$ cat src/rtl/fifo_flush_pkg.sv
`default_nettype none
// ============================================================================
// Module      : fifo_flush_pkg
// Description : Shared types and constants for the nibble-FIFO flush reader.
// Revision    : 1.0 - initial release
// ============================================================================
package fifo_flush_pkg;

    localparam int NIB_W  = 4;
    localparam int WORD_W = 32;

    // Nibble value reserved by the FIFO to pad unused slots of a flush word
    localparam logic [NIB_W-1:0] PAD_NIBBLE = 4'hC;

    typedef enum logic [2:0] {
        ST_IDLE    = 3'd0,
        ST_REQ     = 3'd1,
        ST_WAIT    = 3'd2,
        ST_CAPTURE = 3'd3,
        ST_DRAIN   = 3'd4,
        ST_ACK     = 3'd5
    } state_t;

    function automatic logic is_pad(input logic [NIB_W-1:0] nib);
        return nib == PAD_NIBBLE;
    endfunction

endpackage
`default_nettype wire

$ cat src/rtl/flush_word_unpacker.sv
`default_nettype none
// ============================================================================
// Module      : flush_word_unpacker
// Description : Captures a flush word, counts the nibbles below the first pad
//               and streams them LSB-first over a valid/ready handshake.
// Revision    : 1.0 - initial release
// ============================================================================
module flush_word_unpacker
    import fifo_flush_pkg::*;
#(
    parameter int NIBS = 8
) (
    input  logic                   clk,
    input  logic                   reset,
    input  logic                   load,
    input  logic                   enable,
    input  logic [NIBS*NIB_W-1:0]  word,
    input  logic                   ready,
    output logic                   valid,
    output logic [NIB_W-1:0]       data,
    output logic                   last,
    output logic                   load_empty,
    output logic                   handshake
);

    localparam int CNT_W = $clog2(NIBS + 1);

    logic [NIBS*NIB_W-1:0] r_shift;
    logic [CNT_W-1:0]      r_cnt;
    logic [CNT_W-1:0]      w_load_cnt;
    logic                  w_found;

    // Number of nibbles from the LSB up to (not including) the first pad
    always_comb begin
        w_load_cnt = CNT_W'(NIBS);
        w_found    = 1'b0;
        for (int i = 0; i < NIBS; i++) begin
            if (!w_found && is_pad(word[i*NIB_W +: NIB_W])) begin
                w_load_cnt = CNT_W'(i);
                w_found    = 1'b1;
            end
        end
    end

    assign load_empty = (w_load_cnt == '0);
    assign valid      = enable;
    assign handshake  = enable & ready;
    assign last       = enable && (r_cnt == CNT_W'(1));
    // Output is zeroed outside DRAIN so idle outputs read as 0
    assign data       = enable ? r_shift[NIB_W-1:0] : '0;

    // Capture on load; shift out one nibble per accepted handshake
    always_ff @(posedge clk or negedge reset) begin
        if (!reset) begin
            r_shift <= '0;
            r_cnt   <= '0;
        end else if (load) begin
            r_shift <= word;
            r_cnt   <= w_load_cnt;
        end else if (handshake) begin
            r_shift <= r_shift >> NIB_W;
            r_cnt   <= r_cnt - CNT_W'(1);
        end
    end

endmodule
`default_nettype wire

$ cat src/rtl/fifo_flush_reader.sv
`default_nettype none
// ============================================================================
// Module      : fifo_flush_reader
// Description : Consumer end of the nibble-FIFO flush interface. Requests a
//               flush, captures the returned word, strips 0xC padding and
//               streams the valid nibbles LSB-first.
//               Optional statistics counters: FIFO_FLUSH_READER_STATS_EN.
// Revision    : 1.0 - initial release
// ============================================================================
module fifo_flush_reader
    import fifo_flush_pkg::*;
#(
    parameter int CAP_DELAY = 2,
    parameter int NIBS      = 8
) (
    input  logic                  clk,
    input  logic                  reset,
    input  logic                  start_i,
    output logic                  busy_o,
    output logic                  start_nack_o,
    output logic                  fifo_flush_o,
    output logic                  fifo_rd_valid_o,
    input  logic [NIBS*NIB_W-1:0] fifo_rd_data_i,
    input  logic                  fifo_empty_i,
    output logic                  nib_valid_o,
    input  logic                  nib_ready_i,
    output logic [NIB_W-1:0]      nib_data_o,
    output logic                  nib_last_o
`ifdef FIFO_FLUSH_READER_STATS_EN
    ,
    output logic [15:0]           stat_flushes_o,
    output logic [15:0]           stat_nibbles_o,
    input  logic                  stat_clr_i
`endif
);

    // Wait counter holds CAP_DELAY-1 at most
    localparam int WAIT_W = (CAP_DELAY > 1) ? $clog2(CAP_DELAY) : 1;

    state_t            r_state;
    state_t            w_state_nx;
    logic [WAIT_W-1:0] r_wait_cnt;
    logic [WAIT_W-1:0] w_wait_nx;
    logic              r_nack;
    logic              w_nack;
    logic              w_load;
    logic              w_enable;
    logic              w_load_empty;
    logic              w_handshake;

    // State, wait counter and refusal pulse registers
    always_ff @(posedge clk or negedge reset) begin
        if (!reset) begin
            r_state    <= ST_IDLE;
            r_wait_cnt <= '0;
            r_nack     <= 1'b0;
        end else begin
            r_state    <= w_state_nx;
            r_wait_cnt <= w_wait_nx;
            r_nack     <= w_nack;
        end
    end

    // Next-state logic and state-decoded controls
    always_comb begin
        w_state_nx = r_state;
        w_wait_nx  = r_wait_cnt;
        w_nack     = 1'b0;
        w_load     = 1'b0;
        w_enable   = 1'b0;
        case (r_state)
            ST_IDLE: begin
                if (start_i) begin
                    if (fifo_empty_i) begin
                        w_nack = 1'b1;
                    end else begin
                        w_state_nx = ST_REQ;
                    end
                end
            end
            ST_REQ: begin
                w_wait_nx  = WAIT_W'(CAP_DELAY - 1);
                // A one-cycle capture delay has no WAIT phase at all
                w_state_nx = (CAP_DELAY > 1) ? ST_WAIT : ST_CAPTURE;
            end
            ST_WAIT: begin
                w_wait_nx = r_wait_cnt - WAIT_W'(1);
                if (r_wait_cnt <= WAIT_W'(1)) begin
                    w_state_nx = ST_CAPTURE;
                end
            end
            ST_CAPTURE: begin
                w_load     = 1'b1;
                w_state_nx = w_load_empty ? ST_ACK : ST_DRAIN;
            end
            ST_DRAIN: begin
                w_enable = 1'b1;
                if (w_handshake && nib_last_o) begin
                    w_state_nx = ST_ACK;
                end
            end
            ST_ACK: begin
                w_state_nx = ST_IDLE;
            end
            default: begin
                w_state_nx = ST_IDLE;
            end
        endcase
    end

    assign busy_o          = (r_state != ST_IDLE);
    assign start_nack_o    = r_nack;
    assign fifo_flush_o    = (r_state == ST_REQ) || (r_state == ST_WAIT) ||
                             (r_state == ST_CAPTURE);
    assign fifo_rd_valid_o = (r_state == ST_ACK);

    flush_word_unpacker #(
        .NIBS (NIBS)
    ) u_unpacker (
        .clk        (clk),
        .reset      (reset),
        .load       (w_load),
        .enable     (w_enable),
        .word       (fifo_rd_data_i),
        .ready      (nib_ready_i),
        .valid      (nib_valid_o),
        .data       (nib_data_o),
        .last       (nib_last_o),
        .load_empty (w_load_empty),
        .handshake  (w_handshake)
    );

`ifdef FIFO_FLUSH_READER_STATS_EN
    logic [15:0] r_stat_flushes;
    logic [15:0] r_stat_nibbles;

    // Free-running wrap-around counters of completed flushes and nibbles
    always_ff @(posedge clk or negedge reset) begin
        if (!reset) begin
            r_stat_flushes <= '0;
            r_stat_nibbles <= '0;
        end else if (stat_clr_i) begin
            r_stat_flushes <= '0;
            r_stat_nibbles <= '0;
        end else begin
            if (fifo_rd_valid_o) begin
                r_stat_flushes <= r_stat_flushes + 16'd1;
            end
            if (w_handshake) begin
                r_stat_nibbles <= r_stat_nibbles + 16'd1;
            end
        end
    end

    assign stat_flushes_o = r_stat_flushes;
    assign stat_nibbles_o = r_stat_nibbles;
`endif

endmodule
`default_nettype wire

$ cat config.mk
export PLATFORM = sky130hd
export DESIGN_NAME = fifo_flush_reader
export DESIGN_NICKNAME = d
export VERILOG_FILES = /design/src/rtl/fifo_flush_pkg.sv /design/src/rtl/flush_word_unpacker.sv /design/src/rtl/fifo_flush_reader.sv
export SDC_FILE = /design/constraint.sdc
export NUM_CORES = 1
export LEC_CHECK = 0
export CORE_ASPECT_RATIO = 2
export CORE_UTILIZATION = 47
export CTS_BUF_LIST = sky130_fd_sc_hd__clkbuf_2
export CTS_CLUSTER_SIZE = 40
export DETAILED_ROUTE_END_ITERATION = 7
export PLACE_DENSITY = 0.79
export REMOVE_ABC_BUFFERS = 1
export SLEW_MARGIN = 20
export SYNTH_ARGS = -nofsm -noshare
export SYNTH_HDL_FRONTEND = slang
export SYNTH_SLANG_ARGS = --single-unit
export TNS_END_PERCENT = 1
$ cat constraint.sdc
create_clock -name clk -period 1.5 [get_ports clk]
set_input_delay 0.375 -clock clk [delete_from_list [all_inputs] [get_ports clk]]
set_output_delay 0.375 -clock clk [all_outputs]
set_load 0.03 [all_outputs]
; Word-level counts from Yosys, hierarchy flattened
; Index checks and enable logic that the tools add are counted.
[op_classes]
bitwise_logic = 1
addsub = 2
n_mux = 32
eq_ne = 18
n_reduce_logical = 24
order_cmp = 1
[op_table]
columns = cell, n
row1 = $mux 32, 2
row2 = $mux 4, 11
row3 = $eq 4x4->1 const B, 8
row4 = $pmux 3 s5, 1
row5 = $mux 1, 13
row6 = $mux 3, 4
row7 = $logic_and 1x1->1, 9
row8 = $ne 2x2->1 const B, 4
row9 = $logic_not 1->1, 7
row10 = $eq 3x2->1 const B, 2
row11 = $eq 3x3->1 const B, 2
row12 = $eq 4x1->1 const B, 1
row13 = $logic_not 4->1, 1
row14 = $reduce_and 4->1, 1
row15 = $reduce_bool 2->1, 2
row16 = $sub 4x1->4 const B, 1
row17 = $eq 3x1->1 const B, 1
row18 = $logic_not 3->1, 1
row19 = $reduce_bool 3->1, 1
row20 = $logic_or 1x1->1, 2
row21 = $pmux 1 s2, 1
row22 = $and 1x1->1, 1
row23 = $le 1x1->1 const B, 1
row24 = $sub 1x1->1 const B, 1
[totals]
regBits = 41
word_cells = 83
input_bits = 37

; Depth between registers and ports, before layout
; Gate-level depths: netlist of the first run.
[depth]
depth_word = 26
ltp_mapped = 6

; Hierarchy
; A second synthesis of the first run with hierarchy kept.
[unflattened]
hier_cells = 214
area_unflattened_um2 = 2194.6
[by_module_without_submodules]
columns = module, area_per_inst_um2, cells_per_inst, seq_area_each_um2, instances
row1 = flush_word_unpacker, 1963.1, 191, 900.9, 1
row2 = fifo_flush_reader, 231.5, 23, 100.1, 1

; Worst setup path before layout of the first run
; Ideal clock, no wire load.
[synth_timing]
kind = register -> output
from = register u_unpacker.r_cnt[1]
to = output nib_last_o
required_time_ps = 1125
arrival_time_ps = 1422
n_path_buf = 0
path_stages_with_launch = 5
slack_ps = -297
cell_sequence = dfrtp_1 > inv_1 > ha_1 > or3b_2 > nor2_1
[synth_between]
elab_chain_cells = 2
[synth_rtl]
columns = item, line_no
row1 = "start, declared", flush_word_unpacker.sv:29  ; logic [CNT_W-1:0] r_cnt;
row2 = "start signal, assigned", flush_word_unpacker.sv:59  ; r_cnt <= w_load_cnt;
row3 = "start signal, assigned", flush_word_unpacker.sv:62  ; r_cnt <= r_cnt - CNT_W'(1);
row4 = $eq 4x1->1, flush_word_unpacker.sv:48  ; assign last = enable && (r_cnt == CNT_W'(1));
row5 = $logic_and 1x1->1, flush_word_unpacker.sv:48
row6 = "end, declared", fifo_flush_reader.sv:28  ; output logic nib_last_o
; No other way between the ends.

; Worst setup path in the final report of the first run
; Ends and elaborated chain as after synthesis.

==> results_tabular.tex, run 1 <==
\begin{tabular}{lr}
\hline
Metric & Value \\
\hline
\multicolumn{2}{l}{\textbf{Power and ir drop}} \\
Combinational fraction of design power & 0.491 \\
Internal Power & roughly 0.0028 W \\
Switching portion of total power & 0.394 \\
Fraction of power consumed by the clock network & 0.092 \\
Maximum resistive drop on vdd & 1.04 mV \\
Power dissipated by switching net loads & 0.00182 W \\
Power density over the cells & 1600 nW/µm² \\
Leakage & 1.24 nW \\
Share of total power in sequential cells & 0.417 \\
\multicolumn{2}{l}{\textbf{Global routing}} \\
Maximum number of pins on one net before global-route repair & 41 \\
Wire length of the first global-routing pass & between 8000 and 9000 µm \\
Total overflow reported by the global router & 0 \\
All-Layer GR Usage & 0.242 \\
Number of global-route vias before repair & slightly below 2000 \\
Initial antenna violation count & 0 \\
\multicolumn{2}{l}{\textbf{Timing}} \\
Relative slew margins & 0.647 \\
Worst Tran Pin Value & 522 ps \\
Highest attainable clock frequency & 492 MHz \\
Setup repair after global routing missed its margin & yes \\
Worst Slack Setup Final & -533 ps \\
Final Hold Fails & 0 \\
Share of the clock period used by the worst path & 1.36 \\
Number of slew-limit violations in the final report & 0 \\
Number of setup violations in the final report & slightly above 40 \\
Fin Setup TNS & -7670 ps \\
Clock skew & 36.7 ps \\
Post-layout minimum cycle time & 2030 ps \\
\multicolumn{2}{l}{\textbf{Layout}} \\
Count of fill cells added during filler insertion & between 300 and 400 \\
Final instance count without filler cells & 339 \\
Core utilization of the finished layout & 0.673 \\
Area added between synthesis and finish & 38.0\% \\
Commonest cells after routing, fill and taps aside & 39 x dfrtp\_1, 35 x buf\_4, 33 x nor2\_1, 29 x mux2i\_1, 29 x a21oi\_1 \\
Net count reported at finish & 324 \\
\# diodes & 0 \\
Most common cell after layout, fill and taps aside & dfrtp\_1 \\
Ratio of cells with drive above 1 in the final layout & 0.211 \\
\multicolumn{2}{l}{\textbf{Die}} \\
Die area & 4740 µm² \\
Initial Utilization & 0.487 \\
Row count & 34 \\
Die height & 96.4 µm \\
Top-level port count & 47 \\
Width of the die & 49.2 µm \\
Standard cell core area & $\sim$4300 µm² \\
\multicolumn{2}{l}{\textbf{Synth}} \\
Synth Instances & 213 \\
Cell area after technology mapping & between 2000 and 2500 µm² \\
Sequential cell area fraction in the yosys report & 0.478 \\
Mean post-synth cell area & 9.83 µm² \\
Number of warnings printed during yosys synthesis & 0 \\
Yosys reg bits & 40 \\
Count of cell types in the netlist & 37 \\
\multicolumn{2}{l}{\textbf{Placement}} \\
Number of instances in the placed design & approximately 330 \\
Count of port buffers added during placement & 46 \\
DPL Wire Length & 3720 µm \\
GPL Wtd Cong & just over 0.8 \\
Setup slack at placement & -676 ps \\
\multicolumn{2}{l}{\textbf{Setup path}} \\
Data required time at the worst endpoint & 1120 ps \\
Worst Setup Start Kind & register \\
Crit. End Element & output pin \\
Worst setup path category & reg2out \\
Worst Path Max Fanout & 2 \\
Worst setup path startpoint & u\_unpacker.r\_cnt[1] \\
RR Startpoint & r\_state[0] \\
Register-to-register setup slack & -260 ps \\
Data arrival time of the critical path & 1660 ps \\
Reg-to-reg critical path endpoint & u\_unpacker.r\_cnt[2] \\
Worst Reg-to-Reg Cells & 6 \\
\multicolumn{2}{l}{\textbf{CTS}} \\
Clock transition at the registers of the reported paths & 210 ps \\
Number of hold buffers added after CTS & 0 \\
Clock tree sinks & 40 \\
Longest Clk Path Bufs & 2 \\
Clock Tree Root & clkbuf\_2 \\
Clock tree from TritonCTS & done \\
Skew-Pair Late Insertion Delay & just under 400 ps \\
H-tree depth reported by CTS & 2 \\
Number of buffers inserted during clock tree synthesis & 5 \\
\multicolumn{2}{l}{\textbf{Detailed routing}} \\
Detail Route Antenna Nets & 0 \\
Vias post-DR & $\sim$1900 \\
First-pass DRT Iterations & 4 \\
Remaining routing DRC violations & 0 \\
Routed length per placed instance & 15.0 µm \\
Post-Route WL & 5090 µm \\
Starting DRT DRC Count & 39 \\
Via density per instance & 5.49 \\
\multicolumn{2}{l}{\textbf{Run status}} \\
Violated checks & negative setup slack \\
Outcome & complete, but fails checks \\
\multicolumn{2}{l}{\textbf{Worst hold path}} \\
Class of the tightest hold or removal check & in2async \\
\multicolumn{2}{l}{\textbf{Flow run}} \\
Number of maximum-capacitance violations & 0 \\
\hline
\end{tabular}
[worst max-delay path by stage]
stage                     endpoint  slack, ps  depth (start not counted)
6_report                nib_last_o       -530                          5
5_1_grt                 nib_last_o       -590                          5
4_1_cts                 nib_last_o       -550                          5
3_5_place_dp   u_unpacker.r_cnt[0]       -680                          5
3_3_place_gp   u_unpacker.r_cnt[2]       -630                          5
2_1_floorplan  u_unpacker.r_cnt[3]      -4200                          4
[worst max-delay path, stage by stage (launching register included)]
cell and delay, ps:
dfrtp_1 440, inv_2 80, ha_4 110, or3b_4 370, nor2_1 100, buf_4 160
[synth_stat cells, drive strengths merged]
library cell  count  area (µm²)
or4               1        11.3
nand4             1        6.26
o211ai            1        7.51
a21o              1        7.51
a311o             1        10.0
xor2              2        17.5
nand2            16        60.1
nor3              3        15.0
buf               4        25.0
o22ai             2        12.5
nand2b            1        6.26
or3b              2        17.5
o21a              1        7.51
nor2b             2        12.5
mux2i            29         290
a2bb2oi           1        8.76
nand4bb           4        61.3
a21oi            29         145
o31ai             1        7.51
o21ai             5        25.0
and3              5        31.3
and4bb            2        28.8
and2              1        6.26
nand3             1        5.00
nand3b            1        7.51
xnor2             2        17.5
clkbuf            9        33.8
ha                2        25.0
inv               5        18.8
nor2             34         128
a211oi            1        7.51
nor4bb            3        30.0
dfrtp            40        1000
[what timing repair did]
item / 4_1_cts / 5_1_grt
pin swaps: 5 / 1
gates resized for setup: 22 / 8
buffers inserted: 1 / 2
setup endpoints to repair: 42 / 46
[kinds of logic (layout without fill, tap and decap cells)]
group,Yosys count,count (layout),synth area share
flops,40,40,0.478
compound gates,43,43,0.114
xor+xnor,4,4,0.0167
simple gates,77,77,0.204
mux,29,29,0.139
buf+inv,18,90,0.0370
fa+ha+maj,2,2,0.0119
[cell type report]
| cell class | instances | area [µm²] | area share |
|---|---|---|---|
| well taps | 54 | 67.6 | 0.0234 |
| inverters | 5 | 18.8 | 0.00649 |
| multi-input cells | 155 | 1070 | 0.370 |
| repair buffers | 78 | 701 | 0.242 |
| flip-flops and latches | 40 | 1000 | 0.347 |
| clock inverters | 2 | 7.51 | 0.00260 |
| clock buffers | 5 | 25.0 | 0.00866 |
[stage by stage]
stage	hold WS (ps)	power, W	area, µm²
global placement	458	0.00398	2790
floorplan	79.4	0.00322	2040
detailed placement	462	0.00408	2790
global route	32.0	0.00497	2890
finish	6.86	0.00462	2890
CTS	4.22	0.00453	2840
[registers in the layout, indices dropped and copies added, names as in the netlist]
name / cells
r_state: 3
start_nack_o: 1
u_unpacker.r_cnt: 4
u_unpacker.r_shift: 32
[metal layers]
| metal | wire length [µm] | GRT usage |
|---|---|---|
| met4 | 225 | 0.159 |
| met3 | 112 | 0.0407 |
| met1 | 1750 | 0.223 |
| met2 | 2990 | 0.470 |
| met5 | 0 | 0 |
[power groups by stage]
stage / clock, W / sequential, W / combinational, W
floorplan: 0 / 0.00187 / 0.00135
global placement: 0 / 0.00190 / 0.00208
detailed placement: 0 / 0.00192 / 0.00217
CTS: 0.000434 / 0.00190 / 0.00219
global route: 0.000466 / 0.00198 / 0.00253
finish: 0.000423 / 0.00193 / 0.00227
Power figures use the tool's default switching activity.
==> run 2: changes to the inputs <==
- CORE_UTILIZATION: 47 -> 52
- PLACE_DENSITY: 0.79 -> 0.83
- clock period: 1.5 -> 2.2 ns (I/O delays scaled with it)
==> results_tabular.tex, run 2 (synthesis gave the netlist of run 1 again) <==
\begin{tabular}{lr}
\hline
Metric & Value \\
\hline
\multicolumn{2}{l}{\textbf{Run status}} \\
Outcome & complete, but fails checks (unchanged) \\
Violated checks & negative setup slack (unchanged) \\
\multicolumn{2}{l}{\textbf{Global routing}} \\
Wire length of the first global-routing pass & 7440 µm (was 8430 µm) \\
Total overflow reported by the global router & 0 (unchanged) \\
Number of global-route vias before repair & 1697 (was 1930) \\
Initial antenna violation count & 0 (unchanged) \\
Maximum number of pins on one net before global-route repair & 67 (was 41) \\
All-Layer GR Usage & 0.241 (was 0.242) \\
\multicolumn{2}{l}{\textbf{Setup path}} \\
Worst setup path category & reg2out (unchanged) \\
Cell chain of the critical path & inv\_2, ha\_1, or3b\_4, nor2\_1, buf\_4 (was inv\_2, ha\_4, or3b\_4, nor2\_1, buf\_4) \\
Worst Setup Start Kind & register (unchanged) \\
Crit. End Element & output pin (unchanged) \\
Worst Path Max Fanout & 3 (was 2) \\
Data arrival time of the critical path & 1700 ps (was 1660 ps) \\
Data required time at the worst endpoint & 1650 ps (was 1120 ps) \\
Slowest cell on crit path & dfrtp\_1 (unchanged) \\
Largest stage delay on the critical path & 450 ps (was 440 ps) \\
\multicolumn{2}{l}{\textbf{Timing}} \\
Share of the clock period used by the worst path & 1.02 \\
Relative slew margins & 0.667 (was 0.647) \\
Hold slack & 149 ps (was 6.86 ps) \\
Number of setup violations in the final report & 1 (was 41) \\
Worst Tran Pin Value & 500 ps (was 522 ps) \\
Number of slew-limit violations in the final report & 0 (unchanged) \\
Worst Slack Setup Final & -53.6 ps (was -533 ps) \\
Final Hold Fails & 0 (unchanged) \\
Setup repair after global routing missed its margin & yes (unchanged) \\
Clock skew & 33.5 ps (was 36.7 ps) \\
Post-layout minimum cycle time & approximately 2300 ps \\
Highest attainable clock frequency & $\sim$440 MHz \\
\multicolumn{2}{l}{\textbf{CTS}} \\
H-tree depth reported by CTS & 2 (unchanged) \\
Clock Tree Root & clkbuf\_2 (unchanged) \\
Number of buffers inserted during clock tree synthesis & 5 (unchanged) \\
Skew-Pair Late Insertion Delay & 420 ps (was 390 ps) \\
Setup Fix Bufs, Post-CTS & 0 (was 1) \\
Clock tree sinks & 40 (unchanged) \\
Number of hold buffers added after CTS & 0 (unchanged) \\
Longest Clk Path Bufs & 2 (unchanged) \\
Clock tree from TritonCTS & done (unchanged) \\
Clock transition at the registers of the reported paths & 210 ps (about the same) \\
\multicolumn{2}{l}{\textbf{Die}} \\
Standard cell core area & 3840 µm² (was 4300 µm²) \\
Row count & 32 (was 34) \\
Die area & 4300 µm² (was 4740 µm²) \\
Initial Utilization & 0.545 (was 0.487) \\
Die height & 91.8 µm (was 96.4 µm) \\
Width of the die & 46.9 µm (was 49.2 µm) \\
Top-level port count & 47 (unchanged) \\
\multicolumn{2}{l}{\textbf{Flow run}} \\
Number of maximum-capacitance violations & 0 (unchanged) \\
\multicolumn{2}{l}{\textbf{Power and ir drop}} \\
Maximum resistive drop on vdd & 0.636 mV (was 1.04 mV) \\
Leakage & 1.15 nW (was 1.24 nW) \\
Power density over the cells & 1100 nW/µm² (was 1600 nW/µm²) \\
\multicolumn{2}{l}{\textbf{Layout}} \\
Area added between synthesis and finish & 29.8\% (was 38.0\%) \\
Area of all placed cells without fillers & 2720 µm² (was 2890 µm²) \\
Ratio of cells with drive above 1 in the final layout & 0.131 (was 0.211) \\
Multi-input gate area in the final layout & 1030 µm² (was 1070 µm²) \\
Most flops, register & u\_unpacker.r\_shift (unchanged) \\
Largest regs & u\_unpacker.r\_shift: 32 flops, u\_unpacker.r\_cnt: 4 flops, r\_state: 3 flops (unchanged) \\
Sequential cell area in the final layout & 1000 µm² (about the same) \\
Most common cell after layout, fill and taps aside & dfrtp\_1 (unchanged) \\
\# diodes & 0 (unchanged) \\
Net count reported at finish & 306 (was 324) \\
Commonest cells after routing, fill and taps aside & 40 x dfrtp\_1, 36 x clkdlybuf4s50\_1, 34 x nor2\_1, 29 x mux2i\_1, 29 x a21oi\_1 (was 39 x dfrtp\_1, 35 x buf\_4, 33 x nor2\_1, 29 x mux2i\_1, 29 x a21oi\_1) \\
Count of fill cells added during filler insertion & 339 (was 358) \\
Number of flip-flops under the largest register name & 32 (unchanged) \\
\multicolumn{2}{l}{\textbf{Detailed routing}} \\
Vias post-DR & 1698 (was 1862) \\
Post-Route WL & 4630 µm (was 5090 µm) \\
Remaining routing DRC violations & 0 (unchanged) \\
Detail Route Antenna Nets & 0 (unchanged) \\
Routed length per placed instance & 14.5 µm (was 15.0 µm) \\
Starting DRT DRC Count & 21 (was 39) \\
First-pass DRT Iterations & 4 (unchanged) \\
Via density per instance & 5.32 (was 5.49) \\
\multicolumn{2}{l}{\textbf{Placement}} \\
Count of port buffers added during placement & 46 (unchanged) \\
DPL Wire Length & 3450 µm (was 3720 µm) \\
Setup slack at placement & -149 ps (was -676 ps) \\
Area after DPL & 2690 µm² (was 2790 µm²) \\
GPL Wtd Cong & 0.800 (was 0.824) \\
\multicolumn{2}{l}{\textbf{Worst hold path}} \\
Class of the tightest hold or removal check & in2async (unchanged) \\
\hline
\end{tabular}
run 2: layer usage:
| metal | up-vias | routed length [µm] | global-route usage |
|---|---|---|---|
| li1 | 851 | - | - |
| met1 | 809 | 1760 | 0.252 |
| met2 | 31 | 2650 | 0.434 |
| met3 | 7 | 129 | 0.0453 |
| met4 | 0 | 92 | 0.0976 |
| met5 | - | 0 | 0 |
run 2: final cells by class:
cell class / count / area share
Sequential cell: 40 / 0.368
Inverter: 5 / 0.00690
Tap cell: 51 / 0.0235
Timing Repair Buffer: 60 / 0.207
Multi-Input combinational cell: 155 / 0.380
Clock inverter: 1 / 0.00138
Clock buffer: 7 / 0.0129
run 2: worst paths after layout:
path	startpoint	endpoint	slack, ps	cells after the start
min in group clk	u_unpacker.r_shift[28]	u_unpacker.r_shift[28]	550	2
min reg2reg	u_unpacker.r_shift[28]	u_unpacker.r_shift[28]	550	2
max in group asynchronous	reset	u_unpacker.r_shift[25]	1670	2
max reg2reg	r_state[2]	u_unpacker.r_cnt[2]	510	6
min	reset	u_unpacker.r_cnt[0]	150	2
max	u_unpacker.r_cnt[1]	nib_last_o	-50	5
run 2: report_power, final:
group,total [W],internal (W),switching (W)
registers,0.00131,0.00109,0.000221
clock network,0.000318,0.0000850,0.000233
logic,0.00136,0.000636,0.000721
run 2: metrics by stage:
| stage | util | total power, W | setup TNS, ps | std cells |
|---|---|---|---|---|
| floorplan | - | 0.00220 | -127020 | 200 |
| global placement | 0.699 | 0.00264 | -229 | 311 |
| detailed placement | 0.699 | 0.00271 | -330 | 311 |
| CTS | 0.708 | 0.00301 | -63.4 | 319 |
| global route | 0.707 | 0.00320 | -130 | 319 |
| finish | 0.707 | 0.00298 | -53.6 | 319 |
run 2: repair_timing:
item / CTS / global route
resized for setup: 5 / 3
hold endpoints to repair: 0 / 0
endpoints found under the setup margin: 4 / 3
run 2: worst max-delay path, delay by kind of cell, from the launching register on:
family | cells | cell delay [ps]
adder cells (fa/ha/maj) | 1 | 130
buffers and inverters | 2 | 230
flip-flops | 1 | 450
AND/OR/NAND/NOR | 2 | 470
==> run 3: changes to the inputs <==
- clock period: 2.2 -> 2.35 ns (I/O delays scaled with it)
==> results_tabular.tex, run 3 (synthesis gave the netlist of run 1 again) <==
\begin{tabular}{lr}
\hline
Metric & Value \\
\hline
\multicolumn{2}{l}{\textbf{Run status}} \\
Outcome & complete, no violations (was complete, but fails checks) \\
\multicolumn{2}{l}{\textbf{Detailed routing}} \\
Detail Route Antenna Nets & 0 (unchanged) \\
First-pass DRT Iterations & 4 (unchanged) \\
Starting DRT DRC Count & 30 (was 21) \\
Via density per instance & 5.39 (was 5.32) \\
Remaining routing DRC violations & 0 (unchanged) \\
Vias post-DR & 1719 (was 1698) \\
Routed length per placed instance & 14.6 µm (was 14.5 µm) \\
Post-Route WL & 4660 µm (was 4630 µm) \\
\multicolumn{2}{l}{\textbf{CTS}} \\
H-tree depth reported by CTS & 2 (unchanged) \\
Clock tree from TritonCTS & done (unchanged) \\
Clock Tree Root & clkbuf\_2 (unchanged) \\
Skew-Pair Late Insertion Delay & 380 ps (was 420 ps) \\
Longest Clk Path Bufs & 2 (unchanged) \\
Clock tree sinks & 40 (unchanged) \\
Clock transition at the registers of the reported paths & 190 ps (was 210 ps) \\
Number of buffers inserted during clock tree synthesis & 5 (unchanged) \\
Number of hold buffers added after CTS & 0 (unchanged) \\
\multicolumn{2}{l}{\textbf{Layout}} \\
Net count reported at finish & 306 (unchanged) \\
Sequential cell area in the final layout & 1000 µm² (about the same) \\
Number of flip-flops under the largest register name & 32 (unchanged) \\
Count of fill cells added during filler insertion & 324 (was 339) \\
Multi-input gate area in the final layout & 1030 µm² (unchanged) \\
Most common cell after layout, fill and taps aside & dfrtp\_1 (unchanged) \\
\# diodes & 0 (unchanged) \\
Most flops, register & u\_unpacker.r\_shift (unchanged) \\
Ratio of cells with drive above 1 in the final layout & 0.108 (was 0.131) \\
Commonest cells after routing, fill and taps aside & 39 x dfrtp\_1, 36 x clkdlybuf4s50\_1, 34 x nor2\_1, 29 x mux2i\_1, 29 x a21oi\_1 (was 40 x dfrtp\_1, 36 x clkdlybuf4s50\_1, 34 x nor2\_1, 29 x mux2i\_1, 29 x a21oi\_1) \\
Largest regs & u\_unpacker.r\_shift: 32 flops, u\_unpacker.r\_cnt: 4 flops, r\_state: 3 flops (unchanged) \\
Area added between synthesis and finish & 29.7\% (was 29.8\%) \\
\multicolumn{2}{l}{\textbf{Die}} \\
Die area & 4300 µm² (unchanged) \\
Top-level port count & 47 (unchanged) \\
Row count & 32 (unchanged) \\
Width of the die & 46.9 µm (unchanged) \\
Die height & 91.8 µm (unchanged) \\
Initial Utilization & 0.545 (unchanged) \\
Standard cell core area & 3840 µm² (unchanged) \\
\multicolumn{2}{l}{\textbf{Global routing}} \\
Wire length of the first global-routing pass & 7730 µm (was 7440 µm) \\
Total overflow reported by the global router & 0 (unchanged) \\
Number of global-route vias before repair & 1791 (was 1697) \\
Maximum number of pins on one net before global-route repair & 37 (was 67) \\
All-Layer GR Usage & 0.248 (was 0.241) \\
Initial antenna violation count & 0 (unchanged) \\
\multicolumn{2}{l}{\textbf{Setup path}} \\
Worst setup path category & reg2out (unchanged) \\
CP Buf/Inv Count & 1 (was 2) \\
Worst Setup Start Kind & register (unchanged) \\
Data required time at the worst endpoint & 1760 ps (was 1650 ps) \\
Slowest cell on crit path & dfrtp\_1 (unchanged) \\
Cell class contributing the biggest share of worst-path delay & flip-flops (was simple AND/OR/NAND/NOR gates) \\
Data arrival time of the critical path & 1680 ps (was 1700 ps) \\
Crit. End Element & output pin (unchanged) \\
Largest stage delay on the critical path & 480 ps (was 450 ps) \\
Cell chain of the critical path & ha\_1, or3b\_4, nor2\_1, buf\_4 (was inv\_2, ha\_1, or3b\_4, nor2\_1, buf\_4) \\
Worst Path Max Fanout & 4 (was 3) \\
\multicolumn{2}{l}{\textbf{Timing}} \\
Clock skew & 18.1 ps (was 33.5 ps) \\
Relative slew margins & 0.595 (was 0.667) \\
Number of setup violations in the final report & 0 (was 1) \\
Share of the clock period used by the worst path & 0.965 \\
Worst Tran Pin Value & 608 ps (was 500 ps) \\
Worst Slack Setup Final & 82.2 ps (was -53.6 ps) \\
Post-layout minimum cycle time & 2270 ps \\
Final Hold Fails & 0 (unchanged) \\
Number of slew-limit violations in the final report & 0 (unchanged) \\
Highest attainable clock frequency & 441 MHz \\
Fin Setup TNS & 0 ps (was -53.6 ps) \\
Hold slack & 185 ps (was 149 ps) \\
Setup repair after global routing missed its margin & no (was yes) \\
\multicolumn{2}{l}{\textbf{Worst hold path}} \\
Class of the tightest hold or removal check & in2async (unchanged) \\
\multicolumn{2}{l}{\textbf{Placement}} \\
DPL Wire Length & 3600 µm (was 3450 µm) \\
Setup slack at placement & -39.0 ps (was -149 ps) \\
Count of port buffers added during placement & 46 (unchanged) \\
GPL Wtd Cong & 0.761 (was 0.800) \\
\multicolumn{2}{l}{\textbf{Power and ir drop}} \\
Power density over the cells & 1020 nW/µm² (was 1100 nW/µm²) \\
Maximum resistive drop on vdd & 0.680 mV (was 0.636 mV) \\
Leakage & 1.16 nW (was 1.15 nW) \\
Post-layout total power & 0.00276 W (was 0.00298 W) \\
\multicolumn{2}{l}{\textbf{Flow run}} \\
Number of maximum-capacitance violations & 0 (unchanged) \\
\hline
\end{tabular}
## run 3: path summary, 6_finish.rpt
| kind | slack [ps] | from | cells past startpoint | to |
|---|---|---|---|---|
| min in group clk | 560 | u_unpacker.r_shift[29] | 2 | u_unpacker.r_shift[29] |
| min reg2reg | 560 | u_unpacker.r_shift[29] | 2 | u_unpacker.r_shift[29] |
| max reg2reg | 670 | r_state[1] | 6 | u_unpacker.r_cnt[2] |
| max | 80 | u_unpacker.r_cnt[0] | 4 | nib_last_o |
| min | 190 | reset | 1 | u_unpacker.r_shift[8] |
| max in group asynchronous | 1610 | reset | 2 | u_unpacker.r_shift[24] |
## run 3: area by class of cell
cell class,count,share of cell area
clock inverter,1,0.00138
tap,51,0.0235
multi-input combinational,155,0.380
inverter,5,0.00691
sequential,40,0.369
timing repair buffer,60,0.206
clock buffer,7,0.0129
## run 3: what timing repair did
action,in CTS,in global routing
endpoints found under the setup margin,9,1
setup buffers,0,1
gates resized for setup,10,0
gates cloned,0,0
## run 3: routing by layer
layer / wire (µm) / share of wire / up-vias / track usage
met5: 0 / 0 / - / 0
met4: 118 / 0.025 / 0 / 0.107
met3: 133 / 0.029 / 11 / 0.0472
met2: 2730 / 0.59 / 36 / 0.447
met1: 1680 / 0.36 / 820 / 0.257
li1: - / - / 852 / -
## run 3: power by group
part	internal, W	switching (W)	total [W]
Sequential	0.00102	0.000222	0.00124
Combinational	0.000578	0.000660	0.00124
Clock	0.0000798	0.000203	0.000283
Total	0.00168	0.00109	0.00276
## run 3: per-stage QoR
stage          std cells  utilization  instance area, µm²
2_1_floorplan        200            -                2040
3_3_place_gp         310        0.697                2680
3_5_place_dp         310        0.697                2680
4_1_cts              318        0.705                2710
5_1_grt              319        0.707                2720
6_report             319        0.707                2720
